===== src/rtl/mc_ctrl_pkg.sv =====
// Shared opcodes, state encodings and datapath select codes for the multi-cycle MIPS control FSM.
package mc_ctrl_pkg;

   localparam logic [5:0] OP_R    = 6'b000000;
   localparam logic [5:0] OP_ADDI = 6'b001000;
   localparam logic [5:0] OP_SLTI = 6'b001010;
   localparam logic [5:0] OP_LW   = 6'b100011;
   localparam logic [5:0] OP_SW   = 6'b101011;
   localparam logic [5:0] OP_BEQ  = 6'b000100;
   localparam logic [5:0] OP_BNE  = 6'b000101;
   localparam logic [5:0] OP_J    = 6'b000010;

   typedef enum logic [3:0] {
      ST_FETCH    = 4'd0,
      ST_DECODE   = 4'd1,
      ST_MEM_ADDR = 4'd2,
      ST_MEM_RD   = 4'd3,
      ST_MEM_WB   = 4'd4,
      ST_MEM_WR   = 4'd5,
      ST_EXEC_R   = 4'd6,
      ST_R_WB     = 4'd7,
      ST_BRANCH   = 4'd8,
      ST_JUMP     = 4'd9,
      ST_EXEC_I   = 4'd10,
      ST_I_WB     = 4'd11,
      ST_TRAP     = 4'd15
   } state_t;

   localparam logic [2:0] ALU_OP_ADD   = 3'b000;
   localparam logic [2:0] ALU_OP_SUB   = 3'b001;
   localparam logic [2:0] ALU_OP_FUNCT = 3'b010;
   localparam logic [2:0] ALU_OP_SLT   = 3'b011;

   localparam logic [1:0] ALUSRCB_B      = 2'b00;
   localparam logic [1:0] ALUSRCB_FOUR   = 2'b01;
   localparam logic [1:0] ALUSRCB_IMM    = 2'b10;
   localparam logic [1:0] ALUSRCB_IMM_SH = 2'b11;

   localparam logic [1:0] PCSRC_ALU    = 2'b00;
   localparam logic [1:0] PCSRC_ALUOUT = 2'b01;
   localparam logic [1:0] PCSRC_JUMP   = 2'b10;

   // States that wait on the memory handshake and run the timeout counter.
   function automatic logic is_wait_state(input state_t s);
      return (s == ST_FETCH) || (s == ST_MEM_RD) || (s == ST_MEM_WR);
   endfunction

endpackage


===== src/rtl/mc_ctrl_out_dec.sv =====
// Combinational control-output decode: state plus opcode/zero/ready qualifiers to datapath controls.
module mc_ctrl_out_dec
   import mc_ctrl_pkg::*;
(
   input  logic       rst_i,
   input  state_t     state_i,
   input  logic [5:0] instr_op_i,
   input  logic       zero_i,
   input  logic       mem_ready_i,
   output logic       pc_write_o,
   output logic       ir_write_o,
   output logic       mem_read_o,
   output logic       mem_write_o,
   output logic       i_or_d_o,
   output logic       reg_write_o,
   output logic       reg_dst_o,
   output logic       mem_to_reg_o,
   output logic       alu_src_a_o,
   output logic [1:0] alu_src_b_o,
   output logic [2:0] alu_op_o,
   output logic [1:0] pc_source_o,
   output logic       retire_o,
   output logic       trap_o
);

   always_comb begin
      pc_write_o   = 1'b0;
      ir_write_o   = 1'b0;
      mem_read_o   = 1'b0;
      mem_write_o  = 1'b0;
      i_or_d_o     = 1'b0;
      reg_write_o  = 1'b0;
      reg_dst_o    = 1'b0;
      mem_to_reg_o = 1'b0;
      alu_src_a_o  = 1'b0;
      alu_src_b_o  = ALUSRCB_B;
      alu_op_o     = ALU_OP_ADD;
      pc_source_o  = PCSRC_ALU;
      retire_o     = 1'b0;
      trap_o       = 1'b0;
      // Reset gates everything combinationally so a write in flight is cut immediately.
      if (!rst_i) begin
         case (state_i)
            ST_FETCH: begin
               mem_read_o  = 1'b1;
               alu_src_b_o = ALUSRCB_FOUR;
               pc_write_o  = mem_ready_i;
               ir_write_o  = mem_ready_i;
            end
            ST_DECODE:   alu_src_b_o = ALUSRCB_IMM_SH;
            ST_MEM_ADDR: begin
               alu_src_a_o = 1'b1;
               alu_src_b_o = ALUSRCB_IMM;
            end
            ST_MEM_RD: begin
               mem_read_o = 1'b1;
               i_or_d_o   = 1'b1;
            end
            ST_MEM_WB: begin
               reg_write_o  = 1'b1;
               mem_to_reg_o = 1'b1;
               retire_o     = 1'b1;
            end
            ST_MEM_WR: begin
               mem_write_o = 1'b1;
               i_or_d_o    = 1'b1;
               retire_o    = mem_ready_i;
            end
            ST_EXEC_R: begin
               alu_src_a_o = 1'b1;
               alu_op_o    = ALU_OP_FUNCT;
            end
            ST_R_WB: begin
               reg_write_o = 1'b1;
               reg_dst_o   = 1'b1;
               retire_o    = 1'b1;
            end
            ST_EXEC_I: begin
               alu_src_a_o = 1'b1;
               alu_src_b_o = ALUSRCB_IMM;
               alu_op_o    = (instr_op_i == OP_SLTI) ? ALU_OP_SLT : ALU_OP_ADD;
            end
            ST_I_WB: begin
               reg_write_o = 1'b1;
               retire_o    = 1'b1;
            end
            ST_BRANCH: begin
               alu_src_a_o = 1'b1;
               alu_op_o    = ALU_OP_SUB;
               pc_source_o = PCSRC_ALUOUT;
               pc_write_o  = (instr_op_i == OP_BEQ) ? zero_i : !zero_i;
               retire_o    = 1'b1;
            end
            ST_JUMP: begin
               pc_source_o = PCSRC_JUMP;
               pc_write_o  = 1'b1;
               retire_o    = 1'b1;
            end
            ST_TRAP:     trap_o = 1'b1;
            default:     trap_o = 1'b0;
         endcase
      end
   end

endmodule


===== src/rtl/multicycle_ctrl_fsm.sv =====
// Multi-cycle MIPS control FSM: state register, next-state sequencing and memory wait timeout.
//  state     | meaning
//  FETCH     | read instruction at PC, PC+4 into PC when memory ready
//  DECODE    | branch target into ALUOut, dispatch on opcode
//  MEM_ADDR  | A + sext(imm) address for lw/sw
//  MEM_RD    | load read, wait for memory
//  MEM_WB    | MDR into rt, retire
//  MEM_WR    | store write, retire when memory ready
//  EXEC_R    | R-type ALU operation
//  R_WB      | ALUOut into rd, retire
//  BRANCH    | compare A-B, conditional PC load, retire
//  JUMP      | jump target into PC, retire
//  EXEC_I    | addi/slti ALU operation
//  I_WB      | ALUOut into rt, retire
//  TRAP      | illegal opcode or memory timeout, held until reset
module multicycle_ctrl_fsm
   import mc_ctrl_pkg::*;
#(
   parameter int TIMEOUT = 16
) (
   input  logic       clk_i,
   input  logic       rst_i,
   input  logic [5:0] instr_op_i,
   input  logic       zero_i,
   input  logic       mem_ready_i,
   output logic       pc_write_o,
   output logic       ir_write_o,
   output logic       mem_read_o,
   output logic       mem_write_o,
   output logic       i_or_d_o,
   output logic       reg_write_o,
   output logic       reg_dst_o,
   output logic       mem_to_reg_o,
   output logic       alu_src_a_o,
   output logic [1:0] alu_src_b_o,
   output logic [2:0] alu_op_o,
   output logic [1:0] pc_source_o,
   output logic       retire_o,
   output logic       trap_o,
   output logic [3:0] state_o
);

   localparam int CNT_W = (TIMEOUT > 0) ? $clog2(TIMEOUT + 1) : 1;
   localparam logic [CNT_W-1:0] CNT_LAST = CNT_W'((TIMEOUT > 0) ? TIMEOUT - 1 : 0);

   state_t           state;
   state_t           state_next;
   logic [CNT_W-1:0] wait_cnt;
   logic             wait_expired;

   // Expiry means this idle cycle is the TIMEOUT-th; a ready in the same cycle still wins.
   assign wait_expired = (TIMEOUT != 0) && (wait_cnt == CNT_LAST);

   always_ff @(posedge clk_i or posedge rst_i) begin
      if (rst_i) begin
         state    <= ST_FETCH;
         wait_cnt <= '0;
      end else begin
         state <= state_next;
         if (state_next != state)
            wait_cnt <= '0;
         else if (is_wait_state(state) && !mem_ready_i)
            wait_cnt <= wait_cnt + 1'b1;
      end
   end

   always_comb begin
      state_next = state;
      case (state)
         ST_FETCH: begin
            if (mem_ready_i)       state_next = ST_DECODE;
            else if (wait_expired) state_next = ST_TRAP;
         end
         ST_DECODE: begin
            case (instr_op_i)
               OP_R:             state_next = ST_EXEC_R;
               OP_ADDI, OP_SLTI: state_next = ST_EXEC_I;
               OP_LW, OP_SW:     state_next = ST_MEM_ADDR;
               OP_BEQ, OP_BNE:   state_next = ST_BRANCH;
               OP_J:             state_next = ST_JUMP;
               default:          state_next = ST_TRAP;
            endcase
         end
         ST_MEM_ADDR: state_next = (instr_op_i == OP_SW) ? ST_MEM_WR : ST_MEM_RD;
         ST_MEM_RD: begin
            if (mem_ready_i)       state_next = ST_MEM_WB;
            else if (wait_expired) state_next = ST_TRAP;
         end
         ST_MEM_WR: begin
            if (mem_ready_i)       state_next = ST_FETCH;
            else if (wait_expired) state_next = ST_TRAP;
         end
         ST_EXEC_R: state_next = ST_R_WB;
         ST_EXEC_I: state_next = ST_I_WB;
         ST_MEM_WB, ST_R_WB, ST_I_WB, ST_BRANCH, ST_JUMP: state_next = ST_FETCH;
         ST_TRAP:   state_next = ST_TRAP;
         default:   state_next = ST_TRAP;
      endcase
   end

   assign state_o = state;

   mc_ctrl_out_dec u_out_dec (
      .rst_i        (rst_i),
      .state_i      (state),
      .instr_op_i   (instr_op_i),
      .zero_i       (zero_i),
      .mem_ready_i  (mem_ready_i),
      .pc_write_o   (pc_write_o),
      .ir_write_o   (ir_write_o),
      .mem_read_o   (mem_read_o),
      .mem_write_o  (mem_write_o),
      .i_or_d_o     (i_or_d_o),
      .reg_write_o  (reg_write_o),
      .reg_dst_o    (reg_dst_o),
      .mem_to_reg_o (mem_to_reg_o),
      .alu_src_a_o  (alu_src_a_o),
      .alu_src_b_o  (alu_src_b_o),
      .alu_op_o     (alu_op_o),
      .pc_source_o  (pc_source_o),
      .retire_o     (retire_o),
      .trap_o       (trap_o)
   );

endmodule

===== config.mk =====
export PLATFORM = sky130hd
export DESIGN_NAME = multicycle_ctrl_fsm
export DESIGN_NICKNAME = d
export VERILOG_FILES = /design/src/rtl/mc_ctrl_pkg.sv /design/src/rtl/mc_ctrl_out_dec.sv /design/src/rtl/multicycle_ctrl_fsm.sv
export SDC_FILE = /design/constraint.sdc
export NUM_CORES = 1
export LEC_CHECK = 0
export CAP_MARGIN = 20
export CORE_MARGIN = 2
export CORE_UTILIZATION = 38
export DETAILED_ROUTE_END_ITERATION = 7
export DONT_BUFFER_PORTS = 1
export GPL_TIMING_DRIVEN = 1
export PLACE_DENSITY = 0.48
export SLEW_MARGIN = 0
export SYNTH_ARGS = -nofsm -noshare
export SYNTH_HDL_FRONTEND = slang
export SYNTH_SLANG_ARGS = --single-unit

===== constraint.sdc =====
create_clock -name clk_i -period 2.86 [get_ports clk_i]
set_input_delay 0.858 -clock clk_i [delete_from_list [all_inputs] [get_ports clk_i]]
set_output_delay 0.858 -clock clk_i [all_outputs]
set_load 0.1 [all_outputs]

## Yosys cells after proc, flatten, opt, wreduce, memory -nomap -nowiden

Cells that the tools add are included.

- $add $sub $neg: 1
- Equality and inequality tests: 21
- Mux-type cells: 39
- Reduce and logical (&&, ||, !) cells: 17

Operators with widths:

| kind | number |
|---|---|
| case mux 4 bit (8 select lines) | 1 |
| 2-to-1 mux 1 bit | 21 |
| == test 4 bit, second input constant | 5 |
| case mux 4 bit (5 select lines) | 1 |
| == test 4 x 3 -> 1 bit, second input constant | 4 |
| 2-to-1 mux 4 bit | 4 |
| == test 6 x 3 -> 1 bit, second input constant | 2 |
| == test 6 x 4 -> 1 bit, second input constant | 2 |
| == test 6 bit, second input constant | 2 |
| OR reduction 2 bit | 6 |
| 2-to-1 mux 5 bit | 2 |
| case mux 3 bit (3 select lines) | 1 |
| == test 4 x 2 -> 1 bit, second input constant | 2 |
| == test 6 x 2 -> 1 bit, second input constant | 1 |
| logical NOT 6 bit | 1 |
| 2-to-1 mux 2 bit | 3 |
| 2-to-1 mux 3 bit | 2 |
| case mux 2 bit (3 select lines) | 1 |
| adder 5 x 1 -> 5 bit, second input constant | 1 |
| == test 5 x 4 -> 1 bit, second input constant | 1 |
| OR reduction 5 bit | 1 |
| == test 4 x 1 -> 1 bit, second input constant | 1 |
| logical NOT 4 bit | 1 |
| inequality test 4 bit | 1 |
| other kinds (9) | 11 |

- Register bits: 9
- Input port bits: 10
- Output and inout port bits: 22
- Logic and storage cells: 80

## Logic depth before layout (Yosys ltp)

Gate-level depths: netlist of the first run.

- Depth after elaboration: 6
- Mapped depth: 9
- Depth with buffers taken out: 9

## Cells and area by module

From an unflattened synthesis of the first run, not the netlist that was laid out.

- Cell total of the unflattened synthesis: 156
- Area total of the unflattened synthesis: 1266.2 um^2

By module, submodules not included:

| module | times used | cells an instance | area each (um^2) | seq. area each (um^2) |
|---|---|---|---|---|
| multicycle_ctrl_fsm | 1 | 100 | 920.9 | 225.2 |
| mc_ctrl_out_dec | 1 | 56 | 345.3 | 0.0 |

## Worst setup path after synthesis of the first run

OpenSTA, ideal clock, no wires.

- Kind: flip-flop to output port
- Start: register state[3] (netlist: state_o[3])
- End: output port pc_write_o
- Arrival: 6.408 ns
- Required time: 2.002 ns
- Setup slack: -4.406 ns
- Stages on the path, launching flop included: 5
- Buffers on the path: 2
- Cells stage by stage: dfrtp_1 clkbuf_1 clkbuf_1 o21ai_0 a2111oi_0

- Word-level cells in the longest chain between the ends: 3
- Elaborated cells on any way between the ends: 5
- Classes of those cells: eq/ne: 2; mux: 2; reduce/logical: 1

Ends and longest elaborated chain:

| element | RTL line | text |
|---|---|---|
| start: declaration | multicycle_ctrl_fsm.sv:46 | `state_t state;` |
| start signal: assignment | multicycle_ctrl_fsm.sv:59 | `state <= state_next;` |
| == test 4 bit / logical NOT 4 bit (equally long branches) | mc_ctrl_out_dec.sv:43 | `case (state_i)` |
| case mux 1 bit (3 select lines) (*) | mc_ctrl_out_dec.sv:43 |  |
| 2-to-1 mux 1 bit (*) | mc_ctrl_out_dec.sv:42 | `if (!rst_i) begin` |
| end: declaration | multicycle_ctrl_fsm.sv:26 | `output logic pc_write_o,` |

Mark *: on every way between the ends. The rest lies on a longest branch, timed or not.

## Final worst setup path of the first run

- Start: input port instr_op_i[0]
- End: output port pc_write_o

- Word-level cells in the longest chain between the ends: 4

Ends and longest elaborated chain:

| element | RTL line | text |
|---|---|---|
| start: declaration | multicycle_ctrl_fsm.sv:23 | `input logic [5:0] instr_op_i,` |
| == test 6 x 3 -> 1 bit | mc_ctrl_out_dec.sv:91 | `pc_write_o = (instr_op_i == OP_BEQ) ? zero_i : !zero_i;` |
| 2-to-1 mux 1 bit | mc_ctrl_out_dec.sv:91 |  |
| case mux 1 bit (3 select lines) | mc_ctrl_out_dec.sv:43 |  |
| 2-to-1 mux 1 bit | mc_ctrl_out_dec.sv:42 |  |

No other way between the ends.

==> results.toml, run 1 <==
[synthesis]
synth_area_leaders = "dfrtp_1 (20%), nor2_1 (6.4%), nor4_1 (5.1%)"
yosysTopAreaCell = "dfrtp_1"
synthesis.area_sq_mm = 0.001111
yosys_warnings = 0
netlist.area_leader.share_pct = 20.27
ys.flop_type = "dfrtp_1"
synth_common_cells = "nor2_1 (19), dfrtp_1 (9), nor4_1 (9)"
synth.yosys.seq_area_share_pct = 20.27
ys_ff_latch = 9
synth.most_common_cell = "nor2_1"
syn_nets = 161
yosysUniqueCellTypes = 56
syn_inst = 149
synth_edf_count = 0
syn_avg_cell_area_sq_um = 7.457
async_flop_share_pct = 100.0

[placement]
place_congestion = 0.7945
port_buffers = 0
post-place-ws_ns = -0.1580
dp_hpwl_um = 2524

[pwr]
p_sw_share_pct = 63.81
p_per_area_mw_per_mm2 = 1252
pwr-share-comb_pct = 76.8
intPower_uw = 740.4
switchingPower_mw = 1.305
leakagePower_nw = 0.6010
pwr-share-seq_pct = 18.1
peakVddDrop_mv = 0.8708
clkPwrFrac_pct = 5.1

[floorplan]
rows = 19
die_area_sq_mm = 0.003372
start_util_pct = 40.29
die_w_um = 58.07
core_sq_mm = 0.002758
dieHeight_um = 58.07
io_pins = 32

[final_layout]
area_growth_pct = 47.07
final_nets = 177
fillCellCount = 249
drive_gt1_share_pct = 42.07
diodes = 0

[critical_path]
crit_cells = 6
critPathBufInv = 1
crit_path_max_incr_delay_ns = 0.37
rr_worst_depth = 9
critPathRequiredTime_ns = 2.00
crit_type = "in -> out"
cp-end-kind = "primary output"
worstSetupStartpointType = "primary input"
crit_fanout = 6
worstPathCellList = "nor4_4 > nand3b_1 > xor2_1 > o21ai_2 > a2111oi_4 > buf_12"
crit_path_top_delay_cell = "a2111oi_4"
crit_family = "compound AO/OA/AOI/OAI gates"
worstPathArrival_ns = 2.09

[outcome]
outcome = "finished, violations left"
failed_checks = "setup timing"

[timing]
fin_crit_ns = 2.952
rsz0062_at_grt = "yes"
fin_skew_ns = 0.009610
hold_viol_final = 0
fin_ws_ns = -0.09175
drv_slew = 0
slew_headroom_pct = 54.68
finalCritPeriodShare_pct = 103.2
holdWs_ns = 0.4184
max_freq_ghz = 0.3388
worst_pin_slew_ns = 0.6736
setup_violations = 1

[clocking]
cts_root_buf = "clkbuf_4"
path_clk_slew_ns = 0.07
cts_tree = "built"
clkLatencyLatePin_ns = 0.28
clk_path_buf_depth = 2
htreeDepth = 1
cts_hold_buf = 0
cts-buffers-inserted = 3
cts_sinks = 9

[drt]
drt_pre_antenna_iters = 4
wirelength_um = 3289
drtIter0Drc = 40
drc_errors = 0
wl_per_cell_um = 16.87
viasPerCell = 6.226
num_vias = 1214
detail-route-antenna-nets = 0

[global_routing]
grt_overflow_total = 0
grt_pass1_vias = 1205
grt_antenna_before_repair = 0
grt_use_total_pct = 21.40
grt_pass1_wl_um = 5671
grt_max_degree = 22

[worst_hold_path]
hp-class = "in -> async"

[job]
drv_cap = 0
[worst paths after layout]
| path | startpoint | slack [ns] | to |
|---|---|---|---|
| worst max-delay path | instr_op_i[0] | -0.09 | pc_write_o |
| worst min-delay path | rst_i | 0.42 | state_o[3] |
| worst max register to register | wait_cnt[0] | 0.29 | wait_cnt[3] |
| worst min register to register | wait_cnt[4] | 0.59 | wait_cnt[4] |
| max in group asynchronous | rst_i | 2.17 | state_o[2] |
| min in group clk_i | wait_cnt[4] | 0.59 | wait_cnt[4] |
[worst register-to-register path, delay by kind of cell (launching register included)]
family	cells	cell delay (ns)
adders and majority gates	2	0.40
AOI/OAI and AO/OA	3	0.60
xor gates and xnor gates	1	0.14
DFF	1	0.39
and+or+nand+nor	3	0.93
[timing repair]
action                     in CTS  in global routing
pin swaps                       2                  0
resized for setup               1                  0
buffers inserted                0                  0
setup endpoints to repair       1                  1
cloned                          0                  0
[placed cells by master, fill, tap and decap left out, drive strengths merged, types with 2 or more instances in the layout]
master  count
buf        22
nor2       19
nor4       10
o21ai       9
dfrtp       9
nand2       8
nor3        7
nand3       6
xor2        5
inv         5
and3        5
a21oi       5
clkbuf      4
o31ai       3
nor2b       3
a41oi       3
nand2b      3
o32ai       2
xnor2       2
o21a        2
ha          2
or3b        2
and2        2
nor3b       2
a22oi       2
or2b        2
[registers in the layout, indices dropped and copies added, names as in the netlist]
signal    count
wait_cnt      5
state_o       4
[per-stage QoR]
step | power [mW] | std cells | setup TNS (ns) | util (%) | area [sq um]
CTS | 2.050 | 195 | -0.09460 | 59.26 | 1634
global route | 2.148 | 195 | -0.1979 | 59.26 | 1634
floorplan | 1.673 | 149 | -1.123 | - | 1441
detailed placement | 1.937 | 191 | -0.1580 | 58.17 | 1604
finish | 2.046 | 195 | -0.09175 | 59.26 | 1634
global placement | 1.920 | 191 | -0.1315 | 58.17 | 1604
[cell families (layout without fill, tap and decap cells)]
kind of cell / after synthesis / count (layout) / synth area share, %
buffers and inverters: 16 / 31 / 6.194
and+or+nand+nor: 76 / 76 / 39.98
other: 1 / 1 / 0.3375
xor gates and xnor gates: 7 / 7 / 5.518
muxes: 1 / 1 / 0.9009
DFF: 9 / 9 / 20.27
AOI/OAI and AO/OA: 37 / 37 / 24.55
adders and majority gates: 2 / 2 / 2.252
[power by group through the flow]
| stage | logic, mW | clock network (mW) | registers, mW |
|---|---|---|---|
| detailed placement | 1.57 | 0 | 0.369 |
| global placement | 1.55 | 0 | 0.370 |
| floorplan | 1.27 | 0 | 0.402 |
| global route | 1.65 | 0.112 | 0.384 |
| CTS | 1.57 | 0.109 | 0.368 |
| finish | 1.57 | 0.105 | 0.369 |
[layout make-up]
class | instances | area, sq um | share of cell area (%)
Multi-Input combinational cell | 124 | 1032 | 63.17
Sequential cell | 9 | 240.2 | 14.70
Timing Repair Buffer | 22 | 277.8 | 17.00
Clock buffer | 4 | 26.28 | 1.608
Inverter | 5 | 18.77 | 1.149
Tap cell | 31 | 38.79 | 2.374
[per-layer routing]
metal | track usage, % | vias up | wire, um
li1 | - | 588 | -
met1 | 28.81 | 587 | 1454
met2 | 34.90 | 37 | 1631
met3 | 2.009 | 2 | 170
met4 | 9.302 | 0 | 32
met5 | 0 | - | 0
Power figures use the tool's default switching activity.
==> run 2: changes to the inputs <==
CORE_UTILIZATION = 62   (was 38)
PLACE_DENSITY = 0.74   (was 0.48)
==> run 2 against run 1 <==
  * The run still ends with setup timing left
  * Clock skew shrank 0.0020 ns
  * Sequential share of layout area grew 0.18 points
  * Critical path type unchanged
  * Final cell count is 4.1% lower
  * Sequential power up 8.1%
  * Register-to-register slack got worse by 0.15 ns
  * Worst hold slack improved by 0.023 ns
==> results.toml, run 2 (synthesis gave the netlist of run 1 again) <==
[timing]
holdWs_ns = 0.4416
rsz0062_at_grt = "yes"
fin_crit_ns = 3.054
setup-tns-final_ns = -0.1942
worst_pin_slew_ns = 0.5607
finalCritPeriodShare_pct = 106.8
max_freq_ghz = 0.3274
fin_skew_ns = 0.007642
drv_slew = 0
fin_ws_ns = -0.1942
setup_violations = 1
hold_viol_final = 0
slew_headroom_pct = 62.28

[drt]
drtIter0Drc = 91
drc_errors = 0
drt_pre_antenna_iters = 5
num_vias = 1376
viasPerCell = 7.358
wl_per_cell_um = 22.29
detail-route-antenna-nets = 0
wirelength_um = 4168

[pwr]
peakVddDrop_mv = 1.039
p_sw_share_pct = 65.31
p_per_area_mw_per_mm2 = 1292
pwr-share-comb_pct = 76.2
clkPwrFrac_pct = 4.6
leakagePower_nw = 0.5940
power_mw = 2.085
switchingPower_mw = 1.362
pwr-share-seq_pct = 19.1
intPower_uw = 723.4

[final_layout]
final_cells = 187
largest_register = "wait_cnt"
register_area_sq_um = 240.2
drive_gt1_share_pct = 41.98
fillCellCount = 49
area_growth_pct = 45.27
layout_common_cells = "nor2_1 (12), buf_4 (11), buf_12 (9)"
diodes = 0
largest_reg_flops = 5
final_nets = 175
multiInputGateArea_sq_mm = 0.001033
layout_commonest_cell = "nor2_1"

[clocking]
cts_sinks = 9
cts_tree = "built"
htreeDepth = 1
clkLatencyLatePin_ns = 0.26
cts_root_buf = "clkbuf_4"
clk_path_buf_depth = 2
cts-buffers-inserted = 3
cts_hold_buf = 0
path_clk_slew_ns = 0.07

[global_routing]
grt_overflow_total = 0
grt_pass1_wl_um = 6175
grt_use_total_pct = 39.98
grt_pass1_vias = 1256
grt_antenna_before_repair = 0
grt_max_degree = 26

[critical_path]
crit_path_max_incr_delay_ns = 0.37
worstSetupStartpointType = "primary input"
worstPathArrival_ns = 2.20
crit_type = "in -> out"
critPathBufInv = 1
worstPathCellList = "nor4_4 > nand3b_1 > xor2_1 > o21ai_1 > a2111oi_4 > buf_12"
crit_path_top_delay_cell = "a2111oi_4"
crit_fanout = 6
critPathRequiredTime_ns = 2.00
crit_family = "compound AO/OA/AOI/OAI gates"
cp-end-kind = "primary output"

[worst_hold_path]
hp-class = "in -> async"

[outcome]
outcome = "finished, violations left"
failed_checks = "setup timing"

[placement]
dp_hpwl_um = 2651
dpl.cell_count = 183
port_buffers = 0
place_congestion = 0.8457

[floorplan]
die_area_sq_mm = 0.002146
start_util_pct = 65.05
die_w_um = 46.33
core_sq_mm = 0.001708
io_pins = 32
rows = 15
dieHeight_um = 46.33

[job]
drv_cap = 0
## run 2: through the flow
step / worst slack [ns] / area [sq um] / util [%]
after global placement: -0.1184 / 1582 / 92.60
after CTS: -0.1566 / 1609 / 94.21
after global routing: -0.2331 / 1614 / 94.51
after detailed placement: -0.2075 / 1582 / 92.60
final: -0.1942 / 1614 / 94.51
after floorplan: -0.6852 / 1441 / -
## run 2: worst paths after layout
kind                               endpoint  depth (start not counted)  slack, ns          start
worst min-delay path             state_o[2]                          1       0.44          rst_i
max in group asynchronous        state_o[3]                          1       2.12          rst_i
worst max register to register  wait_cnt[1]                          9       0.14    wait_cnt[1]
min in group clk_i              wait_cnt[3]                          2       0.60    wait_cnt[3]
worst min register to register  wait_cnt[3]                          2       0.60    wait_cnt[3]
worst max-delay path             pc_write_o                          6      -0.19  instr_op_i[0]
## run 2: power by group through the flow
stage          Sequential [mW]  Clock [mW]  Combinational (mW)
4_1_cts                  0.386      0.0972                1.56
3_3_place_gp             0.380           0                1.49
6_report                 0.399      0.0966                1.59
5_1_grt                  0.407       0.107                1.65
3_5_place_dp             0.387           0                1.53
2_1_floorplan            0.402           0                1.27
## run 2: final cells by class
type	count	area share [%]
Multi-Input combinational cell	124	64.03
Timing Repair Buffer	20	16.28
Sequential cell	9	14.88
Tap cell	25	1.938
Inverter	5	1.163
Clock buffer	3	1.395
Clock inverter	1	0.3101
## run 2: what timing repair did
item                                    4_1_cts  5_1_grt
endpoints found under the setup margin        1        6
resized for setup                             0        1
pin swaps                                     1        0
buffers inserted                              0        0
endpoints found under the hold margin         0        0
## run 2: per-layer routing
metal	vias to the layer above	track usage, %	routed length (um)
met4	0	19.43	233
met1	643	52.63	1627
met2	119	63.33	1915
li1	580	-	-
met5	-	0	0
met3	34	5.882	392
## run 2: worst reg2reg max path, stage by stage, from the launching register on
cell and delay [ns]:
dfrtp_1 0.39, ha_1 0.20, and3_1 0.17, ha_1 0.24
or3b_2 0.47, a22oi_1 0.27, a211o_1 0.20, xnor2_1 0.18
o21ai_2 0.15, nor4_1 0.34
==> run 3: changes to the inputs <==
CORE_ASPECT_RATIO = 1.2   (was default)
CORE_UTILIZATION = 63   (was 62)
PLACE_DENSITY = 0.75   (was 0.74)
SYNTH_HIERARCHICAL = 1   (was default)
==> run 3 against run 2 <==
  * The flow now stops in 4_1_cts
  * Area after synthesis up 14%
  * Synthesized cell count rose by 4.7%
==> results.toml, run 3 <==
[outcome]
outcome = "did not finish"
haltStage = "4_1_cts"
stop_error = "[ERROR DPL-0033] detailed placement checks failed during check placement."

[synthesis]
async_flop_share_pct = 100.0
synth_common_cells = "nor2_1 (13), nand2_1 (11), dfrtp_1 (9)"
syn_nets = 168
yosysTopAreaCell = "dfrtp_1"
ys.flop_type = "dfrtp_1"
syn_avg_cell_area_sq_um = 8.117
syn_inst = 156
yosysUniqueCellTypes = 57
ys_ff_latch = 9
synth.yosys.seq_area_share_pct = 17.79
synth.most_common_cell = "nor2_1"
synth_area_leaders = "dfrtp_1 (18%), xnor2_1 (4.2%), nor2_1 (3.9%)"
synth_edf_count = 0
netlist.area_leader.share_pct = 17.79
synthesis.area_sq_mm = 0.001266
yosys_warnings = 6

[clocking]
cts-buffers-inserted = 3
clk_path_buf_depth = 2
htreeDepth = 1
cts_root_buf = "clkbuf_4"
post_cts_resized = 2
cts_setup_buffers = 4
cts_sinks = 9
cts_hold_buf = 0

[floorplan]
dieHeight_um = 53.11
rows = 17
io_pins = 32
die_w_um = 44.93
start_util_pct = 67.65

[placement]
port_buffers = 0
place_congestion = 0.8111
post-place-ws_ns = 0.1010
dp_hpwl_um = 3397
run 3: cell count changes after synthesis, moves of 3 or more:
cell / before / now
nand2_1: 8 / 11
o21ai_0: 7 / 2
nor2_1: 19 / 13
xnor2_1: 2 / 6
nor4b_1: 0 / 5
xor2_1: 5 / 2
nand2b_1: 3 / 6
a41oi_1: 3 / 0
clkbuf_1: 6 / 3
nand4_1: 0 / 3
nor4_1: 9 / 4
nor2b_1: 3 / 6
run 3: metrics by stage:
stage | utilization [%] | instance area (sq um) | hold WS [ns] | TNS [ns] | cells
after detailed placement | 94.92 | 1777 | 0.5540 | 0 | 188
after global placement | 94.92 | 1777 | 0.5141 | 0 | 188
after floorplan | - | 1535 | 0.4971 | -1.026 | 156
run 3: cell families after synthesis:
group           synth area share [%]
compound gates                 22.14
mux                            1.581
fa+ha+maj                      1.976
other cells                   0.2962
buf+inv                        7.706
xor+xnor                       5.534
simple gates                   42.98
flops                          17.79
==> run 4: changes to the inputs <==
CORE_AREA = 2 2 63 65   (was default)
CORE_ASPECT_RATIO = default   (was 1.2)
CORE_MARGIN = default   (was 2)
CORE_UTILIZATION = default   (was 63)
DIE_AREA = 0 0 65 67   (was default)
PLACE_DENSITY = default   (was 0.75)
PLACE_DENSITY_LB_ADDON = 0.15   (was default)
==> run 4 against run 3 <==
  * The flow now finishes without violations
  * Area after synthesis stayed put
  * Synthesized cell count did not move
==> results.toml, run 4 <==
[drt]
wl_per_cell_um = 15.10
drtIter0Drc = 32
wirelength_um = 3368
num_vias = 1242
drt_pre_antenna_iters = 4
drc_errors = 0
viasPerCell = 5.570
detail-route-antenna-nets = 0

[synthesis]
synth_common_cells = "nor2_1 (13), nand2_1 (11), dfrtp_1 (9)"
ys_ff_latch = 9
synth.most_common_cell = "nor2_1"
netlist.area_leader.share_pct = 17.79
async_flop_share_pct = 100.0
synth.yosys.seq_area_share_pct = 17.79
synth_area_leaders = "dfrtp_1 (18%), xnor2_1 (4.2%), nor2_1 (3.9%)"
synth_edf_count = 0
syn_avg_cell_area_sq_um = 8.117
syn_nets = 168
syn_inst = 156
yosysTopAreaCell = "dfrtp_1"
synthesis.area_sq_mm = 0.001266
yosysUniqueCellTypes = 57
ys.flop_type = "dfrtp_1"
yosys_warnings = 6

[pwr]
intPower_uw = 909.2
power_mw = 2.296
pwr-share-seq_pct = 11.0
clkPwrFrac_pct = 6.5
p_per_area_mw_per_mm2 = 1226
pwr-share-comb_pct = 82.5
peakVddDrop_mv = 0.8031
leakagePower_nw = 0.6698
p_sw_share_pct = 60.41
switchingPower_mw = 1.387

[final_layout]
largest_register = "wait_cnt"
final_cells = 223
postLayoutCoreUtil_pct = 51.94
drive_gt1_share_pct = 41.71
fillCellCount = 337
diodes = 0
area_growth_pct = 47.93
largest_reg_flops = 5
layout_commonest_cell = "buf_4"
layout_common_cells = "buf_4 (14), buf_12 (13), nand2_1 (10)"
final_nets = 188

[timing]
hold_viol_final = 0
drv_slew = 0
fin_crit_ns = 2.815
slew_headroom_pct = 65.20
finalCritPeriodShare_pct = 98.41
fin_ws_ns = 0.04543
fin_skew_ns = 0.003706
rsz0062_at_grt = "no"
max_freq_ghz = 0.3553
setup_violations = 0
worst_pin_slew_ns = 0.5220
holdWs_ns = 0.4730

[clocking]
cts_hold_buf = 0
cts-buffers-inserted = 3
clkLatencyLatePin_ns = 0.23
cts_setup_buffers = 0
htreeDepth = 1
path_clk_slew_ns = 0.05
cts_tree = "built"
clk_path_buf_depth = 2
cts_root_buf = "clkbuf_8"
cts_sinks = 9
post_cts_resized = 0

[global_routing]
grt_pass1_wl_um = 5816
grt_antenna_before_repair = 0
grt_max_degree = 19
grt_overflow_total = 0
grt_pass1_vias = 1226
grt_use_total_pct = 16.92

[floorplan]
die_w_um = 65
io_pins = 32
core_sq_mm = 0.003606
start_util_pct = 35.11
dieHeight_um = 67
rows = 22
die_area_sq_mm = 0.004355

[critical_path]
crit_cells = 4
crit_path_top_delay_cell = "dfrtp_4"
reg2reg_slack_ns = 0.29
rr_worst_depth = 10
crit_type = "reg -> out"
worstReg2RegEnd = "wait_cnt[2]"
worstSetupStartpointType = "flop"
crit_end = "pc_write_o"
crit_path_max_incr_delay_ns = 0.54
worstPathCellList = "or4b_4 > a211o_1 > a31oi_4 > buf_12"
critPathRequiredTime_ns = 2.00
crit_fanout = 8
crit_family = "flip-flops"
cp-end-kind = "primary output"
cp-startpoint = "state_o[1]"
critPathBufInv = 1
timing.rr.start = "wait_cnt[0]"
worstPathArrival_ns = 1.96

[placement]
post-place-ws_ns = 0.1001
port_buffers = 0
place_congestion = 0.8231
dp_hpwl_um = 2736
dpl.cell_count = 219

[job]
drv_cap = 0

[worst_hold_path]
hp-class = "in -> async"

[outcome]
outcome = "complete, no violations"
## run 4: area by class of cell
type | count | area (sq um) | share of cell area, %
inverters | 6 | 22.52 | 1.202
repair buffers | 27 | 365.4 | 19.51
multi-input cells | 129 | 1140 | 60.85
clock buffers | 4 | 45.04 | 2.405
well taps | 48 | 60.06 | 3.206
flip-flops and latches | 9 | 240.2 | 12.83
## run 4: worst min path at each step
stage,endpoint,startpoint,cells after the start,slack (ns)
after global placement,wait_cnt[3],wait_cnt[3],2,0.52
final,wait_cnt[3],rst_i,1,0.47
after detailed placement,wait_cnt[3],wait_cnt[3],2,0.53
after floorplan,wait_cnt[3],wait_cnt[3],2,0.50
after CTS,wait_cnt[3],rst_i,1,0.49
after global routing,wait_cnt[0],rst_i,1,0.50
## run 4: cells by family (layout without fill, tap and decap cells)
group,after synthesis,count (layout),share of synthesized area [%]
AOI/OAI and AO/OA,33,33,22.14
xor gates and xnor gates,8,8,5.534
adders and majority gates,2,2,1.976
buffers and inverters,18,37,7.706
DFF,9,9,17.79
muxes,2,2,1.581
other,1,1,0.2962
and+or+nand+nor,83,83,42.98
## run 4: worst register-to-register path: cells and delay by family (launching register included)
| kind | cells | cell delay (ns) |
|---|---|---|
| AO/OA/AOI/OAI | 5 | 1.14 |
| adder cells (fa/ha/maj) | 2 | 0.46 |
| flip-flops | 1 | 0.40 |
| AND/OR/NAND/NOR | 3 | 0.45 |
## run 4: through the flow
stage          area (sq um)  setup TNS, ns
3_3_place_gp           1828              0
5_1_grt                1873              0
3_5_place_dp           1828              0
6_report               1873              0
2_1_floorplan          1535         -1.026
4_1_cts                1873              0
## run 4: power groups by stage
stage                     sequential, mW  clock (mW)  combinational (mW)
after floorplan                    0.426           0                1.40
after global placement             0.251           0                1.87
after detailed placement           0.255           0                1.90
after CTS                          0.254       0.151                1.90
after global routing               0.262       0.161                2.00
final                              0.252       0.149                1.90
## run 4: layer usage
metal | up-vias | GRT usage, % | part of all wire [%]
met5 | - | 0 | 0
li1 | 613 | - | -
met4 | 0 | 6.649 | 2.2
met2 | 25 | 30.41 | 50
met1 | 598 | 20.23 | 45
met3 | 6 | 2.365 | 3.2
